<file path="src/rtl/stack_rpn_sequencer.sv">
// Reverse-Polish evaluator driving an external stack datapath. It mirrors the stack depth
// so that underflow, full, overflow and malformed expressions are caught, and it returns one result per expression.
module stack_rpn_sequencer #(
    parameter int WIDTH = 8,
    parameter int DEPTH = 256
) (
    input  logic             clk,
    input  logic             rst_n,
    input  logic             tok_valid,
    output logic             tok_ready,
    input  logic [1:0]       tok_type,
    input  logic [WIDTH-1:0] tok_data,
    output logic             res_valid,
    input  logic             res_ready,
    output logic [WIDTH-1:0] res_data,
    output logic [3:0]       res_err,
    output logic             busy,
    output logic [2:0]       stk_opcode,
    output logic [WIDTH-1:0] stk_data,
    input  logic [WIDTH-1:0] stk_output_data,
    input  logic             stk_empty,
    input  logic             stk_full,
    input  logic             stk_overflow
);
    localparam int            DW    = $clog2(DEPTH + 1);
    localparam logic [DW-1:0] D_MAX = DW'(DEPTH);
    localparam logic [DW-1:0] D_ONE = DW'(1);
    localparam logic [DW-1:0] D_TWO = DW'(2);

    localparam logic [2:0] OP_NOP  = 3'b000;
    localparam logic [2:0] OP_PUSH = 3'b110;
    localparam logic [2:0] OP_POP  = 3'b111;
    localparam logic [1:0] T_OPND  = 2'b00;
    localparam logic [1:0] T_OPTR  = 2'b01;
    localparam logic [1:0] T_END   = 2'b10;

    typedef enum logic [3:0] {
        S_IDLE, S_PUSH, S_ARITH, S_CHECK, S_POP, S_CAPTURE, S_FLUSH, S_DRAIN, S_RESULT
    } state_t;

    state_t           r_state, w_state_nxt;
    logic [DW-1:0]    r_depth, w_depth_nxt;
    logic [3:0]       r_err, w_err_nxt;
    logic [WIDTH-1:0] r_res_data, w_res_data_nxt;
    logic [WIDTH-1:0] r_stk_data, w_stk_data_nxt;
    logic [2:0]       r_opcode, w_opcode_nxt;
    logic [3:0]       r_res_err;
    logic             r_tok_ready, r_res_valid, r_busy;
    logic             w_take;

    // tok_ready is only ever high in IDLE or FLUSH, so it alone qualifies acceptance
    assign w_take = r_tok_ready & tok_valid;

    always_comb begin
        w_state_nxt    = r_state;
        w_depth_nxt    = r_depth;
        w_err_nxt      = r_err;
        w_res_data_nxt = r_res_data;
        w_stk_data_nxt = r_stk_data;
        case (r_state)
            S_IDLE: begin
                if (w_take) begin
                    case (tok_type)
                        T_OPND: begin
                            if (r_depth == D_MAX || stk_full) begin
                                w_err_nxt   = 4'b0010;
                                w_state_nxt = S_FLUSH;
                            end else begin
                                w_stk_data_nxt = tok_data;
                                w_state_nxt    = S_PUSH;
                            end
                        end
                        T_OPTR: begin
                            if (r_depth < D_TWO) begin
                                w_err_nxt   = 4'b0001;
                                w_state_nxt = S_FLUSH;
                            end else begin
                                w_state_nxt = S_ARITH;
                            end
                        end
                        T_END: begin
                            if (r_depth == D_ONE) begin
                                w_state_nxt = S_POP;
                            end else if (r_depth == '0) begin
                                w_err_nxt      = 4'b0001;
                                w_res_data_nxt = '0;
                                w_state_nxt    = S_RESULT;
                            end else begin
                                w_err_nxt   = 4'b1000;
                                w_state_nxt = S_DRAIN;
                            end
                        end
                        default: ;
                    endcase
                end
            end
            S_PUSH: begin
                w_depth_nxt = r_depth + D_ONE;
                w_state_nxt = S_IDLE;
            end
            S_ARITH: begin
                w_depth_nxt = r_depth - D_ONE;
                w_state_nxt = S_CHECK;
            end
            S_CHECK: begin
                if (stk_overflow) begin
                    w_err_nxt   = 4'b0100;
                    w_state_nxt = S_FLUSH;
                end else begin
                    w_state_nxt = S_IDLE;
                end
            end
            S_POP: begin
                w_depth_nxt = r_depth - D_ONE;
                w_state_nxt = S_CAPTURE;
            end
            S_CAPTURE: begin
                w_res_data_nxt = stk_output_data;
                w_state_nxt    = S_RESULT;
            end
            S_FLUSH: begin
                if (w_take && tok_type == T_END) w_state_nxt = S_DRAIN;
            end
            S_DRAIN: begin
                // The pop for the last entry is issued in this cycle, so the stack is empty by RESULT
                if (r_depth <= D_ONE) begin
                    w_depth_nxt    = '0;
                    w_res_data_nxt = '0;
                    w_state_nxt    = S_RESULT;
                end else begin
                    w_depth_nxt = r_depth - D_ONE;
                end
            end
            S_RESULT: begin
                if (res_ready) begin
                    w_err_nxt      = '0;
                    w_res_data_nxt = '0;
                    w_state_nxt    = S_IDLE;
                end
            end
            default: w_state_nxt = S_IDLE;
        endcase
    end

    // Opcodes are registered from the next state, so each one lands exactly in its issue cycle
    always_comb begin
        w_opcode_nxt = OP_NOP;
        case (w_state_nxt)
            S_PUSH:  w_opcode_nxt = OP_PUSH;
            S_ARITH: w_opcode_nxt = {2'b10, tok_data[0]};
            S_POP:   w_opcode_nxt = OP_POP;
            S_DRAIN: if (w_depth_nxt != '0) w_opcode_nxt = OP_POP;
            default: ;
        endcase
    end

    always_ff @(posedge clk or negedge rst_n) begin
        if (!rst_n) begin
            r_state     <= S_IDLE;
            r_depth     <= '0;
            r_err       <= '0;
            r_res_data  <= '0;
            r_stk_data  <= '0;
            r_opcode    <= OP_NOP;
            r_res_err   <= '0;
            r_tok_ready <= 1'b0;
            r_res_valid <= 1'b0;
            r_busy      <= 1'b0;
        end else begin
            r_state     <= w_state_nxt;
            r_depth     <= w_depth_nxt;
            r_err       <= w_err_nxt;
            r_res_data  <= w_res_data_nxt;
            r_stk_data  <= w_stk_data_nxt;
            r_opcode    <= w_opcode_nxt;
            r_res_err   <= (w_state_nxt == S_RESULT) ? w_err_nxt : 4'b0000;
            r_tok_ready <= (w_state_nxt == S_IDLE) || (w_state_nxt == S_FLUSH);
            r_res_valid <= (w_state_nxt == S_RESULT);
            r_busy      <= (w_state_nxt != S_IDLE);
        end
    end

    assign tok_ready  = r_tok_ready;
    assign res_valid  = r_res_valid;
    assign res_data   = r_res_data;
    assign res_err    = r_res_err;
    assign busy       = r_busy;
    assign stk_opcode = r_opcode;
    assign stk_data   = r_stk_data;

    a_res_empty: assert property (@(posedge clk) disable iff (!rst_n)
        r_res_valid |-> (r_depth == '0 && stk_empty));
    a_idle_depth: assert property (@(posedge clk) disable iff (!rst_n)
        (r_state == S_IDLE) |-> (stk_empty == (r_depth == '0)));

endmodule

</file>
<file path="config.mk">
export PLATFORM = sky130hd
export DESIGN_NAME = stack_rpn_sequencer
export DESIGN_NICKNAME = d
export VERILOG_FILES = /design/src/rtl/stack_rpn_sequencer.sv
export SDC_FILE = /design/constraint.sdc
export NUM_CORES = 1
export LEC_CHECK = 0
export CORE_MARGIN = 5
export CORE_UTILIZATION = 49
export DETAILED_ROUTE_END_ITERATION = 16
export GPL_ROUTABILITY_DRIVEN = 0
export PLACE_DENSITY = 0.76
export RECOVER_POWER = 100
export SYNTH_ARGS = -nofsm -noshare
export SYNTH_HDL_FRONTEND = slang
export SYNTH_SLANG_ARGS = --single-unit
</file>
<file path="constraint.sdc">
create_clock -name clk -period 5.6 [get_ports clk]
set_input_delay 0.84 -clock clk [delete_from_list [all_inputs] [get_ports clk]]
set_output_delay 0.84 -clock clk [all_outputs]
set_load 0.02 [all_outputs]
</file>
After elaboration in Yosys (flattened, before gate mapping):

Cells that the tools add are included.

* flip-flop bits (word level): 43
* input port bits: 25

* add/subtract/negate cells: 2
* $lt $le $gt $ge: 2
* equality and inequality tests: 24
* mux-type cells: 32
* bitwise logic cells: 2
* reductions and logical operators: 13

Operators by type and width (count)
* 4-bit 2-to-1 mux: 14
* 8-bit 2-to-1 mux: 6
* 4-bit case mux with 3 select lines: 3
* 4-bit case mux with 8 select lines: 1
* 8-bit case mux with 4 select lines: 1
* 4-bit by 3-bit == test with 1-bit output, second input constant: 7
* 9-bit case mux with 3 select lines: 1
* 4-bit by 2-bit == test with 1-bit output, second input constant: 3
* 3-bit 2-to-1 mux: 4
* 2-bit inequality test, second input constant: 6
* 3-bit case mux with 4 select lines: 1
* 9-bit by 1-bit adder with 9-bit output, second input constant: 1
* 9-bit by 1-bit == test with 1-bit output, second input constant: 1
* 9-bit == test, second input constant: 1
* 9-bit by 1-bit less-or-equal comparator with 1-bit output, second input constant: 1
* 9-bit logical NOT: 1
* 9-bit by 2-bit < comparator with 1-bit output, second input constant: 1
* 9-bit 2-to-1 mux: 1
* 9-bit nonzero test: 1
* 9-bit by 1-bit subtractor with 9-bit output, second input constant: 1
* 4-bit by 1-bit == test with 1-bit output, second input constant: 2
* 4-bit == test, second input constant: 2
* 4-bit logical NOT: 2
* 4-bit nonzero test: 2
* other kinds (10): 11

Logic depth before layout (Yosys ltp):

Gate-level depths: netlist of run 1.

* depth in word-level cells: 8
* mapped depth: 10
* mapped depth without buffers: 9

Worst setup path after synthesis of run 1:

No wires, ideal clock.

* kind: input-to-reg
* from: input tok_type[1]
* to: register r_opcode[1], in the netlist stk_opcode[1]
* arrival: 2548 ps
* setup slack: 2986 ps
* stages on the path: 8
* buffers on the path: 1
* cell sequence: buf_2 -> or2_1 -> a311oi_1 -> nor2_1 -> a211o_1 -> nor4b_2 -> a211oi_2 -> a31o_1

* longest elaborated chain between the ends: 6
* elaborated cells between the ends (all ways): 13
* classes of those cells: eq/ne: 6; mux: 5; reduce/logical: 2

Ends and longest elaborated chain
* start, declared: line 11 `input logic [1:0] tok_type,`
* 2-bit == test, or another cell as far along: line 63, 122
* 4-bit case mux with 3 select lines / 1-bit logical AND (equally long branches): line 63, 122
* 4-bit 2-to-1 mux (on tied branches): line 62, 122
* 4-bit case mux with 8 select lines (*): line 60 `case (r_state)`
* via w_state_nxt[1]: line 41 `state_t r_state, w_state_nxt;`
* 4-bit by 3-bit == test with 1-bit output, or another cell as far along: line 148 `case (w_state_nxt)`
* 3-bit case mux with 4 select lines (*): line 148
* via w_opcode_nxt[1]: line 46 `logic [2:0] r_opcode, w_opcode_nxt;`
* end signal, assigned: line 175 `r_opcode <= w_opcode_nxt;`
* end, declared: line 46

The timed path passes the listed nets; every way through them passes the cells marked *.
A chain may end at the register's enable or synchronous reset.

Worst setup path in the final report of run 1:

* from: register r_depth[3]
* to: register r_opcode[1], in the netlist stk_opcode[1]

* longest elaborated chain between the ends: 8
* elaborated cells between the ends (all ways): 25
* classes of those cells: add/sub: 2; order compare: 2; eq/ne: 6; mux: 12; reduce/logical: 3

Ends and longest elaborated chain
* start, declared: line 42 `logic [DW-1:0] r_depth, w_depth_nxt;`
* start signal, assigned: line 171 `r_depth <= w_depth_nxt;`
* 9-bit logical NOT / 9-bit == test (equally long branches): line 84, 65
* 4-bit 2-to-1 mux / 1-bit logical OR (equally long branches): line 84, 65
* 4-bit 2-to-1 mux / 3-bit 2-to-1 mux (equally long branches): line 82, 65
* 4-bit case mux with 3 select lines: line 63 `case (tok_type)`
* 4-bit 2-to-1 mux: line 62 `if (w_take) begin`
* 4-bit case mux with 8 select lines (*): line 60
* via w_state_nxt[0]: line 41
* 4-bit by 3-bit == test with 1-bit output, or another cell as far along: line 148
* 3-bit case mux with 4 select lines (*): line 148
* via w_opcode_nxt[1]: line 46

Marked as above.

==> results.txt, run 1 <==
IO Port Bufs: 49
Peak Freq: 243 MHz
Placed Instances: 365
hold wc startpoint: stk_data[1]
sequential share of the synthesized area: 41.1%
antenna violations before repair: 0
clock skew: 5.78 ps
Final period util: 73.6%
hold path cells: 1
Die Wd: 83.1 um
Starting Density: 51.0%
Slew Viols, Final: 44
status: finished, violations left
CP max-delay cell: nor4_1
CP Launch Point: r_depth[3]
delay-heaviest family, CP: simple AND/OR/NAND/NOR gates
Post-Synth Simple-Gate Area: 21.4%
clk buf depth: 2
largest family of logic cells by synthesized area: compound AO/OA/AOI/OAI gates
M1 GR Usage: 26.7%
Synth Area in Adders: 1.91%
CTS tree: yes
Peak VDD IR: 0.000322 V
number of flops mapped to enable cells by yosys: 0
largest net degree at the start of global routing: 44
cell taking the most area after synthesis: dfrtp_1
Synth top area share: 41.1%
grt total ovfl: 0
flops & latches, synth: 43
crit path kind: reg2reg
CTS Hold Bufs: 0
Most Used Layer, Global Route: met2
drc violations: 0
GRT Total Usage: 18.7%
Starting DRT DRC Count: 236
antenna-violating nets left: 0
WP data required: 5840 ps
TNS Setup: 0 ps
Layout area overhead: 21.2%
RSZ-0062 raised after global routing: no
wire length per cell: 17.0 um
syn avg cell area: 10.0 um2
Critical Path End Type: flop
fraction of layout cells with a size suffix above 1: 11.2%
Fin. Hold Viols: 0
Synth top cells by count: 43 x dfrtp_1, 16 x nor2_1, 15 x o21ai_0
post-CTS setup buffers: 0
Yosys warnings: 0
Worst R2R Setup Slack: 1480 ps
worst hold path type: reg2reg
complex-gate fraction of the synthesized area: 25.1%
M2 GR Usage: 28.5%
most numerous cell in the Yosys netlist: dfrtp_1
Clock Sinks: 43
Final min period: 4120 ps
asr flop ratio synth: 100%
Worst Hold End: stk_data[1]
Main synth FF type: dfrtp_1
depth of the CTS H-tree: 2
Worst-path clk slew: 90 ps
worst flop-to-flop path endpoint: stk_opcode[1]
Cells after Synth: 261
worst r2r src: r_depth[3]
# Max-Cap Violations: 2
Rows: 26
fillcell total: 472
via count: 2284
final net count: 331
failing checks: capacitance limit, slew limit
Detailed Route WL: 6.34 mm
final instance count without filler cells: 373
measured slew at the worst slew-check pin: 2260 ps
boundary pin count: 51
Synth Net Count: 290
crit-path cells: nor4_1, a31oi_1, clkbuf_1, nor2_1, o211ai_1, xor2_1, a211oi_1, a31o_1
Yosys cell types: 72
first-pass GRT wire length: 10.8 mm
routed vias/inst: 6.12
Num CTS Buffers: 5
Post-Syn Area: 2620 um2
mux cell area share after synthesis: 4.20%
die height: 83.1 um
Area contributors post-synth: dfrtp_1 41%, mux2_2 3.4%, o21ai_0 2.9%
Slowest Stage Delay on Critical Path: 1240 ps
Worst EP arrival: 4350 ps
met3 Usage GRT: 4.55%
Synth Area in XOR/XNOR: 1.62%
Post-CTS Resized: 0
CP bufs+invs: 1
1st-pass router iterations: 4
Core Area: 5140 um2
critical path peak fanout: 14
die area: 6910 um2
Root Buffer: clkbuf_8
pwr dens: 550 nW/um2
cell leakage power: 1.40 nW
hpwl dp: 4.53 mm
final setup fails: 0
startpoint type of the worst setup path: flop
R2R cell count: 8
ant diodes: 0
Clock Latency Late Sink: 300 ps
slew margin rel.: -50.9%
number of global-route vias before repair: 2182
[state kept, by name, indices dropped and copies added, names as in the netlist]
name and flops:
res_valid 1, r_state 4, r_depth 9, r_err 4, busy 1, tok_ready 1, res_err 4, stk_opcode 3
res_data 8, stk_data 8
[placed cells by master, fill, tap and decap left out, drive strengths merged, types with 6 or more instances in the layout]
cell type and instances:
o21ai 15, mux2 8, nand2 9, nand3 10, nor2 17, and2 6, dfrtp 43, clkdlybuf4s50 22
nor3 8, clkbuf 9, inv 6, a21oi 12, dlygate4sd3 26, a31oi 7, a22o 8
[where the power goes]
group	total (mW)	switching, mW	internal (mW)	leakage [nW]
logic	0.936	0.522	0.414	0.792
clock network	0.224	0.111	0.112	0.0505
registers	0.588	0.162	0.426	0.560
[per-layer routing]
metal | vias to the layer above | share of wire, %
li1 | 1086 | -
met1 | 1100 | 45
met2 | 93 | 46
met3 | 5 | 7.7
met4 | 0 | 0.96
met5 | - | 0
[area by class of cell]
type                            count  area [um2]  area share (%)
Clock buffer                        7        96.3            3.03
Clock inverter                      1        7.51           0.236
Inverter                            6        22.5           0.709
Multi-Input combinational cell    195        1390            43.8
Sequential cell                    43        1080            33.9
Tap cell                           70        87.6            2.76
Timing Repair Buffer               51         495            15.6
[cells by family after synthesis]
logic type | count (synthesis)
AOI/OAI and AO/OA | 89
and+or+nand+nor | 88
DFF | 43
buffers and inverters | 23
muxes | 10
xor gates and xnor gates | 4
adders and majority gates | 4
[metrics by stage]
step	cell area, um2	util (%)	setup slack (ps)	power, mW	hold WS (ps)
detailed placement	3110	60.5	2150	1.57	485
global placement	3110	60.5	2170	1.55	482
global route	3180	61.8	1130	1.88	524
floorplan	2620	-	2990	1.28	465
CTS	3210	62.5	2440	1.79	513
finish	3180	61.8	1480	1.75	501
[worst reg2reg max path: cells and delay by family, from the launching register on]
family,cells,cell delay (ps)
flip-flops,1,540
AND/OR/NAND/NOR,2,1500
buffers and inverters,1,320
XOR/XNOR,1,220
AO/OA/AOI/OAI,4,1470
[worst max-delay path by stage]
stage	end	cells after the start	slack (ps)
2_1_floorplan	stk_opcode[1]	8	2990
3_3_place_gp	stk_opcode[1]	8	2170
3_5_place_dp	stk_opcode[1]	8	2150
4_1_cts	stk_opcode[1]	8	2440
5_1_grt	stk_opcode[1]	8	1130
6_report	stk_opcode[1]	8	1480
No activity file was read; power rests on OpenSTA's default activity.
==> run 2, diff against run 1 <==
--- a/config.mk
+++ b/config.mk
@@ -6,7 +6,7 @@
 export NUM_CORES = 1
 export LEC_CHECK = 0
 export CORE_MARGIN = 5
-export CORE_UTILIZATION = 49
+export CORE_UTILIZATION = 47
 export DETAILED_ROUTE_END_ITERATION = 16
 export GPL_ROUTABILITY_DRIVEN = 0
 export PLACE_DENSITY = 0.76
==> constraint.sdc (replaced) <==
create_clock -name clk -period 3.4 [get_ports clk]
set_input_delay 0.51 -clock clk [delete_from_list [all_inputs] [get_ports clk]]
set_output_delay 0.51 -clock clk [all_outputs]
set_load 0.02 [all_outputs]
==> run 2 against run 1 <==
Compared with the run above:
- the flow still finishes with violations (capacitance limit, slew limit)
- largest power group unchanged
- wire length rose by 5.0%
- count of clock-buffer cells in the layout fell by 1
- clock power rose by 95%
- fmax rose by 41%
==> results.txt, run 2 (synthesis results as in run 1) <==
failing checks: capacitance limit, slew limit
GRT Total Usage: 19.8% (+1.1 points)
DP Area: 3170 um2 (+2.0%)
slew margin rel.: -51.7% (-0.81 points)
clk buf depth: 2 (unchanged)
routed vias/inst: 6.10 (-0.31%)
Num CTS Buffers: 5 (unchanged)
Peak VDD IR: 0.000444 V (+38%)
Layout area overhead: 23.9%
Clock Sinks: 43 (unchanged)
R2R cell count: 8 (unchanged)
post-route worst setup slack: 476 ps (-1010 ps)
Design Power: 2.99 mW (+71%)
worst hold path type: reg2reg
Setup Slack @ Placement: 487 ps (-1660 ps)
Detailed Route WL: 6.66 mm (+5.0%)
ant diodes: 0 (unchanged)
antenna violations before repair: 0 (unchanged)
sw frac: 45.0% (-0.51 points)
final net count: 339 (+2.4%)
Clock Latency Late Sink: 320 ps (+20 ps)
cell leakage power: 1.45 nW (+3.1%)
final setup fails: 0 (unchanged)
largest net degree at the start of global routing: 44 (unchanged)
Core Area: 5470 um2 (+6.5%)
hpwl dp: 4.82 mm (+6.5%)
CP Launch Point: r_depth[3]
hold path cells: 1 (unchanged)
clock skew: 10.3 ps (+4.52 ps)
Final min period: 2920 ps (-1190 ps)
fillcell total: 489 (+3.6%)
Root Buffer: clkbuf_8
RSZ-0062 raised after global routing: no
Sequential Power Share: 31.5% (-2.1 points)
die area: 7170 um2 (+3.7%)
CTS tree: yes
power share of the clock group: 14.6% (+1.8 points)
Critical Path End Type: flop
Worst Hold End: res_data[2]
Fin. Hold Viols: 0 (unchanged)
Slew Viols, Final: 44 (unchanged)
hold wc startpoint: res_data[2]
Worst R2R Setup Slack: 480 ps (-1010 ps)
Final period util: 86.0% (+12 points)
IO Port Bufs: 49 (unchanged)
crit path kind: reg2reg
first-pass GRT wire length: 11.5 mm (+6.9%)
Comb pwr share: 53.9% (+0.3 points)
final instance area: 3250 um2 (+2.2%)
worst r2r src: r_depth[3]
pwr dens: 920 nW/um2 (+67%)
Worst-path clk slew: 90 ps (about the same)
Rows: 27 (+3.8%)
status: finished, violations left
drc violations: 0 (unchanged)
boundary pin count: 51 (unchanged)
Most flops, register: r_depth
minimum hold slack: 501 ps (-0.160 ps)
most frequent cells in the layout: 43 x dfrtp_1, 26 x dlygate4sd3_1, 22 x clkdlybuf4s50_1
antenna-violating nets left: 0 (unchanged)
Largest register FFs: 9 (unchanged)
Die Wd: 84.7 um (+1.9%)
1st-pass router iterations: 4 (unchanged)
worst flop-to-flop path endpoint: stk_opcode[1]
measured slew at the worst slew-check pin: 2280 ps (+12.1 ps)
Peak Freq: 342 MHz (+41%)
Worst EP arrival: 3180 ps (-1170 ps)
TNS Setup: 0 ps (unchanged)
Starting Density: 47.9% (-3.1 points)
fraction of layout cells with a size suffix above 1: 12.5% (+1.3 points)
grt total ovfl: 0 (unchanged)
Post-CTS Resized: 0 (unchanged)
# Max-Cap Violations: 1 (-1)
critical path peak fanout: 14 (unchanged)
WP data required: 3650 ps (-2190 ps)
depth of the CTS H-tree: 2 (unchanged)
post-CTS setup buffers: 0 (unchanged)
via count: 2338 (+2.4%)
die height: 84.7 um (+1.9%)
number of global-route vias before repair: 2310 (+5.9%)
startpoint type of the worst setup path: flop
Net Switching: 1.34 mW (+69%)
CTS Hold Bufs: 0 (unchanged)
most common cell after layout, fill and taps aside: dfrtp_1
wire length per cell: 17.4 um (+2.3%)
Int Power: 1.64 mW (+73%)
Starting DRT DRC Count: 123 (-48%)
[run 2: power by group through the flow]
stage                     Sequential, mW  Combinational, mW  Clock, mW
final                              0.941               1.61      0.436
after detailed placement           0.962               1.68          0
after floorplan                    0.971               1.14          0
after global placement             0.955               1.64          0
after CTS                          0.956               1.69      0.446
after global routing               0.977               1.78      0.469
[run 2: layer usage]
metal / global-route usage, % / wire (um)
met3: 6.58 / 460
met2: 30.3 / 3160
met4: 5.90 / 98
met1: 26.7 / 2940
met5: 0 / 0
[run 2: worst max path at each step]
stage                          endpoint  slack [ps]
after floorplan           stk_opcode[1]         980
after global placement    stk_opcode[1]         520
after detailed placement  stk_opcode[0]         490
after CTS                 stk_opcode[1]         580
after global routing      stk_opcode[1]         200
final                     stk_opcode[1]         480
[run 2: area by class of cell]
class,count,area [um2],share of cell area (%)
Sequential cell,43,1080,33.1
Clock buffer,6,82.6,2.54
Inverter,6,22.5,0.694
Multi-Input combinational cell,195,1390,42.9
Clock inverter,2,38.8,1.19
Tap cell,72,90.1,2.77
Timing Repair Buffer,59,544,16.8
[run 2: through the flow]
stage / std cells / utilization (%)
detailed placement: 375 / 57.9
CTS: 383 / 60.2
finish: 383 / 59.3
global route: 383 / 59.3
floorplan: 261 / -
global placement: 375 / 57.9
[run 2: worst max-delay path, cell delays in order, from the launching register on]
cell and delay [ps]:
dfrtp_1 550, nor4_1 440, clkbuf_1 390, a31oi_1 220
o31a_1 330, o32ai_1 350, inv_1 150, a211oi_2 280
a31o_1 140
